**src/rtl/song_pkg.sv**
```systemverilog
// song_pkg: shared definitions for the packed-song bus.
//   - note / octave code constants and the mid-octave pitch table
//   - slice widths of the packed buses and the slot count of one image
//   - player FSM state type
//   - half_period(): speaker half-period in clocks for a (note, octave)
package song_pkg;

    localparam int NOTES  = 56;
    localparam int NOTE_W = 4;
    localparam int DUR_W  = 4;
    localparam int OCT_W  = 2;
    localparam int HP_W   = 18;

    localparam logic [NOTE_W-1:0] NOTE_REST = 4'd0;
    localparam logic [NOTE_W-1:0] NOTE_DO   = 4'd1;
    localparam logic [NOTE_W-1:0] NOTE_RE   = 4'd2;
    localparam logic [NOTE_W-1:0] NOTE_MI   = 4'd3;
    localparam logic [NOTE_W-1:0] NOTE_FA   = 4'd4;
    localparam logic [NOTE_W-1:0] NOTE_SO   = 4'd5;
    localparam logic [NOTE_W-1:0] NOTE_LA   = 4'd6;
    localparam logic [NOTE_W-1:0] NOTE_SI   = 4'd7;

    localparam logic [OCT_W-1:0] OCT_LOW  = 2'd0;
    localparam logic [OCT_W-1:0] OCT_MID  = 2'd1;
    localparam logic [OCT_W-1:0] OCT_HIGH = 2'd2;

    localparam int FREQ_DO = 523;
    localparam int FREQ_RE = 587;
    localparam int FREQ_MI = 659;
    localparam int FREQ_FA = 698;
    localparam int FREQ_SO = 784;
    localparam int FREQ_LA = 880;
    localparam int FREQ_SI = 988;

    typedef enum logic [1:0] {
        ST_IDLE   = 2'd0,
        ST_PLAY   = 2'd1,
        ST_FINISH = 2'd2
    } state_t;

    // Rest codes (0 and 8..15) return 0, which the tone generator treats as
    // silence. clk_hz is a constant at every call site, so each branch folds
    // to a constant and the function reduces to a small mux.
    function automatic logic [HP_W-1:0] half_period(input logic [NOTE_W-1:0] note,
                                                     input logic [OCT_W-1:0]  oct,
                                                     input int                clk_hz);
        int              mid;
        logic [HP_W-1:0] hp;
        case (note)
            NOTE_DO: mid = clk_hz / (2 * FREQ_DO);
            NOTE_RE: mid = clk_hz / (2 * FREQ_RE);
            NOTE_MI: mid = clk_hz / (2 * FREQ_MI);
            NOTE_FA: mid = clk_hz / (2 * FREQ_FA);
            NOTE_SO: mid = clk_hz / (2 * FREQ_SO);
            NOTE_LA: mid = clk_hz / (2 * FREQ_LA);
            NOTE_SI: mid = clk_hz / (2 * FREQ_SI);
            default: mid = 0;
        endcase
        case (oct)
            OCT_LOW:  hp = HP_W'(mid * 2);
            OCT_HIGH: hp = HP_W'(mid >> 1);
            default:  hp = HP_W'(mid);      // mid, and code 3 played as mid
        endcase
        return hp;
    endfunction

endpackage

```
**src/rtl/song_player_tone_gen.sv**
```systemverilog
// tone_gen: square-wave divider for the speaker pin.
//   clk, rst_n   : clock, async active-low reset
//   restart      : clears divider and drives speaker low on the next edge
//   half_period  : clocks per half wave; 0 means silence
//   enable       : run the divider; when low the output is held at 0
//   speaker      : square-wave output
module tone_gen
    import song_pkg::*;
(
    input  logic            clk,
    input  logic            rst_n,
    input  logic            restart,
    input  logic [HP_W-1:0] half_period,
    input  logic            enable,
    output logic            speaker
);

    logic [HP_W-1:0] div_cnt;

    always_ff @(posedge clk or negedge rst_n) begin
        if (!rst_n) begin
            div_cnt <= '0;
            speaker <= 1'b0;
        end else if (restart || !enable || half_period == '0) begin
            div_cnt <= '0;
            speaker <= 1'b0;
        end else if (div_cnt == half_period - 1'b1) begin
            div_cnt <= '0;
            speaker <= ~speaker;
        end else begin
            div_cnt <= div_cnt + 1'b1;
        end
    end

endmodule

```
**src/rtl/song_player.sv**
```systemverilog
// song_player: plays one latched song image on the speaker pin.
//   start / stop                : level controls (start begins from idle, stop aborts)
//   song_packed / time_continue : 4-bit note / duration codes, slot 0 in the MSBs
//   octave_packed               : 2-bit octave codes, slot 0 in the MSBs
//   busy, done                  : playing flag, one-cycle end-of-song pulse
//   note_idx/note_code/note_oct : slot currently sounding
//   speaker                     : square-wave audio
//   state_dbg                   : FSM state, for observation only
// Handshake: start is a level sampled every cycle; it is honoured only in
// IDLE with stop low. stop is honoured in PLAY and beats a slot boundary.
module song_player #(
    parameter int CLK_HZ      = 100_000_000,
    parameter int TICK_CYCLES = 12_500_000,
    parameter int NOTES       = song_pkg::NOTES
) (
    input  logic                              clk,
    input  logic                              rst_n,
    input  logic                              start,
    input  logic                              stop,
    input  logic [NOTES*song_pkg::NOTE_W-1:0] song_packed,
    input  logic [NOTES*song_pkg::DUR_W-1:0]  time_continue,
    input  logic [NOTES*song_pkg::OCT_W-1:0]  octave_packed,
    output logic                              busy,
    output logic                              done,
    output logic [5:0]                        note_idx,
    output logic [3:0]                        note_code,
    output logic [1:0]                        note_oct,
    output logic                              speaker,
    output song_pkg::state_t                  state_dbg
);
    import song_pkg::*;

    state_t state, state_nx;

    logic [NOTE_W-1:0] img_note [NOTES];
    logic [DUR_W-1:0]  img_dur  [NOTES];
    logic [OCT_W-1:0]  img_oct  [NOTES];

    logic [23:0]      beat_cnt;
    logic [3:0]       unit_cnt;
    logic [DUR_W-1:0] dur_eff;
    logic [5:0]       idx_nx;
    logic             beat_last, unit_last;
    logic             load, slot_end;
    logic [HP_W-1:0]  tone_hp;
    logic             tone_restart;

    // Duration code 0 plays as one unit.
    assign dur_eff   = (img_dur[note_idx] == '0) ? DUR_W'(1) : img_dur[note_idx];
    assign idx_nx    = note_idx + 6'd1;
    assign beat_last = (beat_cnt == 24'(TICK_CYCLES - 1));
    assign unit_last = ((unit_cnt + 4'd1) == dur_eff);
    assign state_dbg = state;

    always_ff @(posedge clk or negedge rst_n) begin
        if (!rst_n) state <= ST_IDLE;
        else        state <= state_nx;
    end

    always_comb begin
        state_nx = state;
        load     = 1'b0;
        slot_end = 1'b0;
        case (state)
            ST_IDLE: begin
                if (start && !stop) begin
                    state_nx = ST_PLAY;
                    load     = 1'b1;
                end
            end
            ST_PLAY: begin
                if (stop) begin
                    state_nx = ST_IDLE;
                end else if (beat_last && unit_last) begin
                    slot_end = 1'b1;
                    if (note_idx == 6'(NOTES - 1)) state_nx = ST_FINISH;
                end
            end
            ST_FINISH: state_nx = ST_IDLE;
            default:   state_nx = ST_IDLE;
        endcase
    end

    always_ff @(posedge clk or negedge rst_n) begin
        if (!rst_n) begin
            for (int i = 0; i < NOTES; i++) begin
                img_note[i] <= '0;
                img_dur[i]  <= '0;
                img_oct[i]  <= '0;
            end
        end else if (load) begin
            for (int i = 0; i < NOTES; i++) begin
                img_note[i] <= song_packed[(NOTES-1-i)*NOTE_W +: NOTE_W];
                img_dur[i]  <= time_continue[(NOTES-1-i)*DUR_W +: DUR_W];
                img_oct[i]  <= octave_packed[(NOTES-1-i)*OCT_W +: OCT_W];
            end
        end
    end

    // busy drops and done pulses on the edge that leaves FINISH, so both
    // are seen together in the cycle after the last slot's FINISH cycle.
    always_ff @(posedge clk or negedge rst_n) begin
        if (!rst_n) begin
            busy      <= 1'b0;
            done      <= 1'b0;
            note_idx  <= '0;
            note_code <= '0;
            note_oct  <= '0;
            beat_cnt  <= '0;
            unit_cnt  <= '0;
        end else begin
            done <= 1'b0;
            if (load) begin
                // Slot 0 is taken straight from the bus on the latch edge.
                busy      <= 1'b1;
                note_idx  <= '0;
                note_code <= song_packed[(NOTES-1)*NOTE_W +: NOTE_W];
                note_oct  <= octave_packed[(NOTES-1)*OCT_W +: OCT_W];
                beat_cnt  <= '0;
                unit_cnt  <= '0;
            end else if (state == ST_PLAY) begin
                if (stop) begin
                    busy     <= 1'b0;
                    beat_cnt <= '0;
                    unit_cnt <= '0;
                end else if (slot_end) begin
                    beat_cnt <= '0;
                    unit_cnt <= '0;
                    if (state_nx == ST_PLAY) begin
                        note_idx  <= idx_nx;
                        note_code <= img_note[idx_nx];
                        note_oct  <= img_oct[idx_nx];
                    end
                end else if (beat_last) begin
                    beat_cnt <= '0;
                    unit_cnt <= unit_cnt + 4'd1;
                end else begin
                    beat_cnt <= beat_cnt + 24'd1;
                end
            end else if (state == ST_FINISH) begin
                busy <= 1'b0;
                done <= 1'b1;
            end
        end
    end

    // Every slot boundary, stop and non-PLAY cycle restarts the tone so a
    // note always begins with the speaker low.
    assign tone_hp      = half_period(note_code, note_oct, CLK_HZ);
    assign tone_restart = (state != ST_PLAY) || slot_end || stop;

    tone_gen u_tone (
        .clk         (clk),
        .rst_n       (rst_n),
        .restart     (tone_restart),
        .half_period (tone_hp),
        .enable      (state == ST_PLAY),
        .speaker     (speaker)
    );

endmodule

```
**config.mk**
```make
export PLATFORM = sky130hd
export DESIGN_NAME = song_player
export DESIGN_NICKNAME = d
export VERILOG_FILES = /design/src/rtl/song_pkg.sv /design/src/rtl/song_player_tone_gen.sv /design/src/rtl/song_player.sv
export SDC_FILE = /design/constraint.sdc
export NUM_CORES = 2
export LEC_CHECK = 0
export BUFFER_PORTS_ARGS = -buffer_cell sky130_fd_sc_hd__buf_4
export CORE_ASPECT_RATIO = 1.2
export CORE_MARGIN = 2
export CORE_UTILIZATION = 52
export DETAILED_ROUTE_END_ITERATION = 16
export PLACE_DENSITY = 0.83
export REMOVE_ABC_BUFFERS = 1
export SYNTH_ARGS = -nofsm -noshare
export SYNTH_HDL_FRONTEND = slang
export SYNTH_SLANG_ARGS = --single-unit
```
**constraint.sdc**
```tcl
create_clock -name clk -period 4.7 [get_ports clk]
set_input_delay 0.47 -clock clk [delete_from_list [all_inputs] [get_ports clk]]
set_output_delay 0.47 -clock clk [all_outputs]
set_load 0.1 [all_outputs]
```
==> results.md <==
Die:
- For this configuration, the core starts out at a cell density of 0.523.
- Row generation in the floorplan step produced 96 rows.
- Measured along the y axis, the die boundary spans roughly 270 um.
- The standard cell core area is 56800 um^2.
- Pin placement for this block handled about 580 I/O pins.
- From left edge to right edge, the die measures approximately 220 um.
- The area enclosed by the die boundary is ~59000 um^2.

Logic synthesis:
- A synthesized cell averages slightly above 9 um^2.
- The mapped cell area is 29700 um^2.
- After synthesis, the netlist uses between 70 and 80 different library cells.
- Counting every instance in the synthesized netlist gives about 3.2k.
- The Yosys step of the flow raised 0 warnings.
- In the post-synthesis netlist, the biggest area contributors are sky130_fd_sc_hd__dfrtp_1 52%, sky130_fd_sc_hd__nand2_1 22%, sky130_fd_sc_hd__mux4_2 11%.
- Counting instances in the post-synthesis netlist gives the leading cell types as 1752 x sky130_fd_sc_hd__nand2_1, 623 x sky130_fd_sc_hd__dfrtp_1, 150 x sky130_fd_sc_hd__mux4_2.
- The share of synthesized registers carrying an async set or reset is 1.00.
- The share of synthesized area in the top cell type comes to 0.525.
- In this run, synthesis inferred 0 flip-flops with an integrated enable.
- The primary flip-flop cell chosen by synthesis mapping is sky130_fd_sc_hd__dfrtp_1.
- Of all cell types, the one taking the most synthesized area is sky130_fd_sc_hd__dfrtp_1.
- Synthesis inferred roughly 620 register bits.
- By instance count, the leading cell after synthesis is sky130_fd_sc_hd__nand2_1.
- For this run, the register share of the synthesized area comes to 0.525.

Routing:
- In this run, the number of DRC markers left after iteration 0 of detailed routing was roughly 2.5k.
- The detailed-route via count is around 25k.
- Dividing the detail-routed wire length by the instance count gives a little under 20 um.
- The detailed-route vias per instance is approximately 5.6.
- The first detailed-routing pass took 6 iterations.
- For this run, design rule violations remaining after detail routing come to 0.
- Summed over all layers, the routed wires come to between 80 and 90 mm.
- The antenna violation net count after detailed routing is 0.

Status:
- The run finished with clean final reports.

Flow run:
- The max-capacitance violation count is 0.

Placement:
- Detailed placement finished with a half-perimeter wire length of between 60 and 70 mm.
- The worst setup slack after placement is about 0.67 ns.
- Buffers placed on the I/O ports in this run total 580.
- The global placer's final weighted congestion is 0.907.

Finish:
- The utilization of the core after routing is 0.645.
- The total area of multi-input combinational cells is 13300 um^2.
- Across the whole layout, storage elements account for ~16000 um^2.
- In the final layout, the share of cells above drive strength 1 is 0.236.
- After filler insertion, the fill cell instance count of the layout stands at 4396.
- The relative area change from synthesis to final layout is 23.4%.
- The final layout net count is 4267.

Worst setup path:
- The largest delay contributor family on the critical path is compound AO/OA/AOI/OAI gates.
- In this run the worst path has a maximum fanout of 25.
- The startpoint identified for the worst register-to-register timing path is note_idx[0]$_DFFE_PN0P_.
- The worst setup path startpoint is note_idx[0]$_DFFE_PN0P_.
- The number of buffer and inverter instances along the worst setup path is 1.
- The signal on the critical path passes through buf_12 -> mux4_2 -> a221oi_1 -> nand3_1 -> o41a_1 -> o32ai_2 -> xor2_1 -> nand4_2 -> o311ai_0.
- The category of the most critical setup path is flip-flop to flip-flop.
- STA classifies the critical path startpoint as a flip-flop.
- STA classifies the critical path endpoint as a flip-flop.
- The data arrival time at the worst-slack endpoint is approximately 4.5 ns.
- The standard cell with the maximum stage delay on the critical path is sky130_fd_sc_hd__dfrtp_4.
- The maximum cell stage delay along the critical path is between 0.7 and 0.8 ns.
- At the worst endpoint, the required time is approximately 5.2 ns.

Clock tree:
- TritonCTS built the clock tree.
- The clock reaches the later pin of the worst-skew pair after about 0.63 ns.
- After clock tree synthesis, the clock-pin slew on the worst setup and hold paths is roughly 0.060 ns.
- The post-cts repair resize count is 0.
- The maximum clock path buffer count is 3.
- CTS placed an instance of sky130_fd_sc_hd__clkbuf_16 at the clock tree root.
- The H-tree was split into 2 levels.
- The total clock sinks is about 620.
- The total CTS buffers is 60.

STA:
- In the finished design, the share of the clock period the worst path needs comes to 0.851.
- The slack of the critical path is ~0.70 ns.
- The clock period minus worst slack is about 4 ns.
- The transition time of the tightest slew-check pin is ~1.3 ns.
- Across the routed clock network, the largest skew measured is ~0.025 ns.
- The max-slew violation count is 0.
- The final hold violation count is 0.
- The highest clock rate is roughly 0.25 GHz.
- The total of endpoints with negative setup slack in the final report is 0.
- Setup repair after global routing left no endpoint under its margin.
- The normalized max-slew margin is 0.137.

Power:
- The total internal power is about 10000 uW.
- The largest vdd supply drop is 0.000321 V.
- The power spent charging and discharging nets is 4170 uW.
- The static power due to leakage is around 0.019 uW.
- Of the total power, registers draw 0.475.
- Power spread over the standard cell area amounts to 398 nW/um^2.
- The share of total power dissipated in the clock network is 0.339.
- Of the total power, the share spent switching nets is 0.285.
- The combinational share of power is 0.186.

GRT:
- The first global-routing pass estimated roughly 140 mm of wire.
- Entering global routing, the biggest net connects around 200 pins.
- The initial antenna violation count is 6.
- Global routing finished with a remaining overflow of 0.
- For this run, the total global-route usage over all layers was measured as 0.302.
- The number of global-route vias before repair is ~25k.

Min path:
- In this run the most critical hold path is launched from time_continue[1].
- The path category of the worst min-delay check is primary input to flip-flop.
## metrics by stage
| step | power, uW | hold WS [ns] | area, um^2 | instances | TNS (ns) |
|---|---|---|---|---|---|
| 2_1_floorplan | 8880 | 0.174 | 28900 | 3018 | -4569.40 |
| 3_3_place_gp | 9570 | 0.452 | 34700 | 4370 | 0 |
| 3_5_place_dp | 9710 | 0.457 | 34700 | 4370 | 0 |
| 4_1_cts | 14700 | 0.00156 | 36700 | 4478 | 0 |
| 5_1_grt | 15300 | 0.0102 | 36700 | 4479 | 0 |
| 6_report | 14600 | 0.0308 | 36700 | 4480 | 0 |
## metal layers
layer	routed length [um]	vias to the layer above	share of wire	track usage
met5	53	-	0.00060	0
met4	4930	8	0.055	0.152
met2	43400	1150	0.49	0.498
met1	34000	12200	0.38	0.387
met3	6670	272	0.075	0.0573
li1	-	11500	-	-
## timing repair
action,4_1_cts,5_1_grt
hold buffers,1,0
hold endpoints to repair,23,0
buffers inserted,0,0
## layout make-up
| cell class | count | area share |
|---|---|---|
| Multi-Input combinational cell | 2379 | 0.362 |
| Timing Repair Buffer | 618 | 0.131 |
| Inverter | 16 | 0.00164 |
| Clock buffer | 95 | 0.0497 |
| Tap cell | 735 | 0.0251 |
| Antenna cell | 2 | 0.000136 |
| Sequential cell | 623 | 0.425 |
| Clock inverter | 12 | 0.00491 |
## worst paths after layout
| check | to | slack (ns) | cells past startpoint |
|---|---|---|---|
| setup / recovery | note_code[3]$_DFFE_PN0P_ | 0.70 | 9 |
| max in group asynchronous | img_oct[55]$_DFFE_PN0P_ | 2.91 | 3 |
| setup reg to reg | note_code[3]$_DFFE_PN0P_ | 0.70 | 9 |
| hold / removal | img_dur[1]$_DFFE_PN0P_ | 0.03 | 3 |
| hold reg to reg | img_oct[80]$_DFFE_PN0P_ | 0.47 | 2 |
| min in group asynchronous | beat_cnt[20]$_DFFE_PN0P_ | 0.54 | 2 |
## flip-flops by register name (all words and copies together), names as in the netlist
| name | flops |
|---|---|
| u_tone.speaker | 1 |
| u_tone.div_cnt | 18 |
| done | 1 |
| note_idx | 6 |
| beat_cnt | 24 |
| note_code | 4 |
| unit_cnt | 4 |
| img_note | 224 |
| note_oct | 2 |
| img_dur | 224 |
| img_oct | 112 |
| state_dbg | 2 |
| busy | 1 |
## placed cells by master, fill, tap and decap left out, types with 5 or more instances in the layout
master,instances
sky130_fd_sc_hd__inv_1,15
sky130_fd_sc_hd__dfrtp_1,621
sky130_fd_sc_hd__nand2_1,1751
sky130_fd_sc_hd__a211oi_1,6
sky130_fd_sc_hd__or3_1,6
sky130_fd_sc_hd__clkbuf_8,17
sky130_fd_sc_hd__clkinv_2,5
sky130_fd_sc_hd__clkbuf_16,61
sky130_fd_sc_hd__nor2_1,29
sky130_fd_sc_hd__xnor2_1,21
sky130_fd_sc_hd__and3_1,19
sky130_fd_sc_hd__o22ai_1,10
sky130_fd_sc_hd__a22oi_1,15
sky130_fd_sc_hd__a22o_1,5
sky130_fd_sc_hd__nand4_1,12
sky130_fd_sc_hd__mux2i_1,47
sky130_fd_sc_hd__nand3_1,41
sky130_fd_sc_hd__nor3_1,31
sky130_fd_sc_hd__and2_1,5
sky130_fd_sc_hd__buf_12,12
sky130_fd_sc_hd__nor2b_1,13
sky130_fd_sc_hd__xor2_1,19
sky130_fd_sc_hd__o21ai_0,68
sky130_fd_sc_hd__buf_4,604
sky130_fd_sc_hd__a31oi_1,9
sky130_fd_sc_hd__a21oi_1,24
sky130_fd_sc_hd__nand2b_1,10
sky130_fd_sc_hd__clkbuf_1,17
sky130_fd_sc_hd__mux4_2,150
sky130_fd_sc_hd__nor3b_1,7
## cell families (layout without fill, tap and decap cells)
| group | count (synthesis) | count (layout) | share of synthesized area |
|---|---|---|---|
| flip-flops | 623 | 623 | 0.525 |
| AO/OA/AOI/OAI | 183 | 183 | 0.0412 |
| adder cells (fa/ha/maj) | 5 | 5 | 0.00211 |
| XOR/XNOR | 42 | 42 | 0.0124 |
| buffers and inverters | 216 | 741 | 0.0302 |
| other | 0 | 2 | 0 |
| AND/OR/NAND/NOR | 1951 | 1951 | 0.260 |
| multiplexers | 198 | 198 | 0.130 |
## worst min-delay path, stage by stage
cell	delay, ns
sky130_fd_sc_hd__buf_4	0.08
sky130_fd_sc_hd__nand2_1	0.04
sky130_fd_sc_hd__nand2_1	0.04
## power by group through the flow
stage / logic, uW / registers [uW] / clock network [uW]
6_report: 2720 / 6950 / 4950
5_1_grt: 3030 / 7050 / 5210
4_1_cts: 2730 / 6930 / 4990
3_5_place_dp: 2700 / 7010 / 0
3_3_place_gp: 2600 / 6980 / 0
2_1_floorplan: 2020 / 6860 / 0
Note: power is estimated with default switching activity, not from simulation.
